[src/rtl/aasd_counter.sv]
// Purpose : WIDTH-bit up-counter with synchronous load and count enable, reset through an AASD synchronizer.
// Latency : load/increment visible one clock-to-q after the sampling edge; first change is edge SYNC_STAGES+1 after reset release.
// Backpr. : none; Load and Enable are sampled every rising edge, and Load takes priority over Enable.
//
// Ports:
//   Clock  - system clock, rising edge active
//   Reset  - asynchronous active-low external reset
//   Enable - increment Count when high and Load low
//   Load   - load Data into Count (priority over Enable)
//   Data   - parallel load value
//   Count  - registered counter value
module aasd_counter #(
  parameter int WIDTH       = 6,
  parameter int SYNC_STAGES = 2
) (
  input  logic             Clock,
  input  logic             Reset,
  input  logic             Enable,
  input  logic             Load,
  input  logic [WIDTH-1:0] Data,
  output logic [WIDTH-1:0] Count
);

  // Reset synchronizer: every stage clears asynchronously on Reset low.
  // After release, a 1 ripples in from stage 0, so the last stage goes high
  // on the SYNC_STAGES-th rising edge, aligned to Clock.
  logic [SYNC_STAGES-1:0] r_sync;
  logic                   w_rst_sync_n;

  always_ff @(posedge Clock or negedge Reset) begin
    if (!Reset) begin
      r_sync <= '0;
    end else begin
      r_sync <= {r_sync[SYNC_STAGES-2:0], 1'b1};
    end
  end

  assign w_rst_sync_n = r_sync[SYNC_STAGES-1];

  // Counter register. Its async clear follows the synchronized reset, which
  // falls immediately with Reset but rises only on a clock edge. The edge that
  // releases w_rst_sync_n still sees it low, so counting starts one edge later.
  logic [WIDTH-1:0] r_count;
  logic [WIDTH-1:0] w_one;

  assign w_one = {{(WIDTH-1){1'b0}}, 1'b1};

  always_ff @(posedge Clock or negedge w_rst_sync_n) begin
    if (!w_rst_sync_n) begin
      r_count <= '0;
    end else if (Load) begin
      r_count <= Data;
    end else if (Enable) begin
      r_count <= r_count + w_one;  // wraps modulo 2^WIDTH
    end
  end

  assign Count = r_count;

endmodule

[config.mk]
export PLATFORM = sky130hd
export DESIGN_NAME = aasd_counter
export DESIGN_NICKNAME = d
export VERILOG_FILES = /design/src/rtl/aasd_counter.sv
export SDC_FILE = /design/constraint.sdc
export NUM_CORES = 1
export LEC_CHECK = 0
export CAP_MARGIN = 10
export CELL_PAD_IN_SITES_DETAIL_PLACEMENT = 0
export CELL_PAD_IN_SITES_GLOBAL_PLACEMENT = 2
export CORE_ASPECT_RATIO = 1.1
export CORE_MARGIN = 10
export CORE_UTILIZATION = 23
export DETAILED_ROUTE_END_ITERATION = 7
export GPL_ROUTABILITY_DRIVEN = 0
export GPL_TIMING_DRIVEN = 1
export PLACE_DENSITY_LB_ADDON = 0.3
export SLEW_MARGIN = 5
export SYNTH_ARGS = -nofsm -noshare
export SYNTH_HDL_FRONTEND = slang
export SYNTH_SLANG_ARGS = --single-unit
[constraint.sdc]
create_clock -name Clock -period 1 [get_ports Clock]
set_input_delay 0.1 -clock Clock [delete_from_list [all_inputs] [get_ports Clock]]
set_output_delay 0.1 -clock Clock [all_outputs]
set_load 0.03 [all_outputs]
==> results <==
## layer usage
layer | vias to the layer above | GRT usage [%] | wire [µm]
li1 | 179 | - | -
met1 | 158 | 5.77 | 411
met2 | 8 | 9.51 | 506
met3 | 0 | 2.88 | 82
met4 | 0 | 5.03 | 0
met5 | - | 0 | 0
## kinds of logic (layout without fill, tap and decap cells)
| logic type | Yosys count | count (layout) |
|---|---|---|
| other | 1 | 1 |
| AO/OA/AOI/OAI | 7 | 7 |
| multiplexers | 1 | 1 |
| AND/OR/NAND/NOR | 11 | 11 |
| XOR/XNOR | 4 | 4 |
| flip-flops | 8 | 8 |
| adder cells (fa/ha/maj) | 1 | 1 |
| buffers and inverters | 2 | 32 |
## timing repair
item | in CTS | in global routing
buffers inserted | 2 | 0
hold endpoints to repair | 2 | 0
pin swaps | 1 | 0
cloned | 0 | 0
gates resized for setup | 10 | 3
endpoints found under the setup margin | 10 | 10
hold buffers | 1 | 0
## state kept, by name, summed over array words and instances, names as in the netlist
name and count:
Count 6, r_sync 2
## synthesized netlist by cell type
cell / instances
dfrtp_1: 8
nand2_1: 7
mux2i_1: 1
nand4_1: 1
conb_1: 1
nand4_2: 1
inv_1: 1
o21ai_0: 6
clkbuf_1: 1
nor2_1: 1
ha_1: 1
xnor2_1: 1
xor2_1: 3
or3_1: 1
a31oi_1: 1
## layout make-up
type | count | area (µm²) | share of cell area, %
timing repair buffer | 27 | 262 | 38.3
sequential | 8 | 206 | 30.2
multi-input combinational | 25 | 165 | 24.2
clock buffer | 4 | 26.3 | 3.85
tap | 16 | 20.0 | 2.93
inverter | 1 | 3.75 | 0.549
## through the flow
stage / worst slack [ns] / total power (µW)
after CTS: -0.0697 / 1000
final: -0.0832 / 1000
after global routing: -0.126 / 1050
after global placement: -0.274 / 665
after floorplan: -0.119 / 516
after detailed placement: -0.317 / 672
## power by group through the flow
stage	logic, µW	clock network, µW	registers [µW]
floorplan	58.2	0	458
global placement	268	0	396
detailed placement	273	0	399
CTS	321	285	395
global route	352	294	408
finish	326	275	400
## critical path, delay by kind of cell, from the launching register on
family             cells  cell delay, ns
AOI/OAI and AO/OA      1            0.15
DFF                    1            0.41
and+or+nand+nor        2            0.44
## worst paths after layout
kind | endpoint | slack, ns | cells after the start
setup / recovery | Count[5] | -0.08 | 3
hold / removal | Count[5] | 0.08 | 0
hold reg to reg | Count[5] | 0.08 | 0
setup reg to reg | Count[5] | -0.08 | 3
min in group Clock | r_sync[1] | 0.36 | 0
max in group asynchronous | r_sync[1] | 0.33 | 2
==> results_dict.tcl <==
set metrics [dict create \
    vdd.ir_drop.worst_mv 0.606 \
    critPathMaxFanout 3 \
    syn_inst 35 \
    drv_cap 0 \
    syn-cell-area_um2 360 \
    portBuffers 15 \
    initial_utilization_pct 25.4 \
    fin_cells 81 \
    grt_pass1_wl_um 1600 \
    cp-end-kind "register" \
    critPathLaunch "Count[0]" \
    num_vias 345 \
    hold_class "register to asynchronous set/reset pin" \
    setup_ws_ns -0.0832 \
    row_count 14 \
    cts.reportedPaths.clkPinSlew_ns 0.06 \
    ys.warnings.count 0 \
    clockPowerShare_pct 27.4 \
    fin_area_um2 683 \
    power_frac_comb_pct 32.6 \
    clockBufferDepth 2 \
    synth-simple-area-share_pct 15.3 \
    nets 77 \
    synth_nets 46 \
    grt_setup_unrepaired "true" \
    dp_cells 74 \
    core_mm2 0.00142 \
    synthTopCellsByArea "dfrtp_1 56%, o21ai_0 8.3%, nand2_1 7.3%" \
    fmax_mhz 923 \
    setup_tns_ns -0.377 \
    chipWidth_um 57.7 \
    routed_wl_um 1000 \
    cts_made_buffers 3 \
    synth_area_per_cell_um2 10.3 \
    dieArea_mm2 0.00355 \
    cp_slowest_cell "dfrtp_2" \
    synth-adder-area-share_pct 3.47 \
    violations "negative setup slack" \
    crit_type "register to register" \
    hold_slack_ns 0.0829 \
    synth_compound_area_share_pct 10.1 \
    finalClockSkew_ns 0.0110 \
    grt_util_all_layers_pct 5.94 \
    layout_common_cells "9 x clkdlybuf4s50_1, 9 x buf_6, 8 x buf_4" \
    pwr-share-seq_pct 40.0 \
    utilization_pct 48.1 \
    fillCellCount 137 \
    grt_max_degree 8 \
    viasPerCell 4.26 \
    synth_top_area_share_pct 55.6 \
    cts-root-buf "clkbuf_4" \
    critPathArrivalTime_ns 1.26 \
    post-dp-hpwl_um 791 \
    switching_share_pct 30.1 \
    muxShareOfSynthArea_pct 2.78 \
    cts_tree "done" \
    p_int_uw 700 \
    ant_nets 0 \
    period_share_pct 108 \
    route.detailed.wl_per_inst_um 12.3 \
    finalCriticalPeriod_ns 1.08 \
    r2r_start "Count[0]" \
    synthToLayoutAreaGrowth_pct 89.6 \
    clkSinkCount 8 \
    pin_count 16 \
    synth_top_family_by_area "simple AND/OR/NAND/NOR gates" \
    place_area_um2 588 \
    synth_xor_area_share_pct 9.72 \
    final_max_slew_viol_count 0 \
    powerDensity_mw_per_mm2 1470 \
    grt_pass1_vias 386 \
    synth-seq-area-share_pct 55.6 \
    drc_errors 0 \
    p_leak_uw 0.000300 \
    setup_viol 9 \
    final_hold_viol_count 0 \
    setup.worst_path.start_class "register" \
    clk_latency_ns 0.26 \
    cp.required_ns 1.18 \
    outcome "complete, but fails checks" \
    drive_gt1_share_pct 41.5 \
    drt_iter0_markers 5 \
    num_antenna_cells 0 \
    dieHeight_um 61.5 \
    antenna_found_initial 0 \
    critical-path-max-stage-delay_ns 0.41 \
    ys_ff_latch 8 \
    grt-ovfl-total 0 \
    htree_num_levels 1 \
    crit_chain "nand4_2 -> or3_1 -> a31oi_1" \
    drt_pass1_iterations 2 \
    synth_cell_type_count 15 \
    yosys.area.top_type "dfrtp_1" \
    p_switching_uw 301 \
]
No activity file was read; power rests on OpenSTA's default activity.
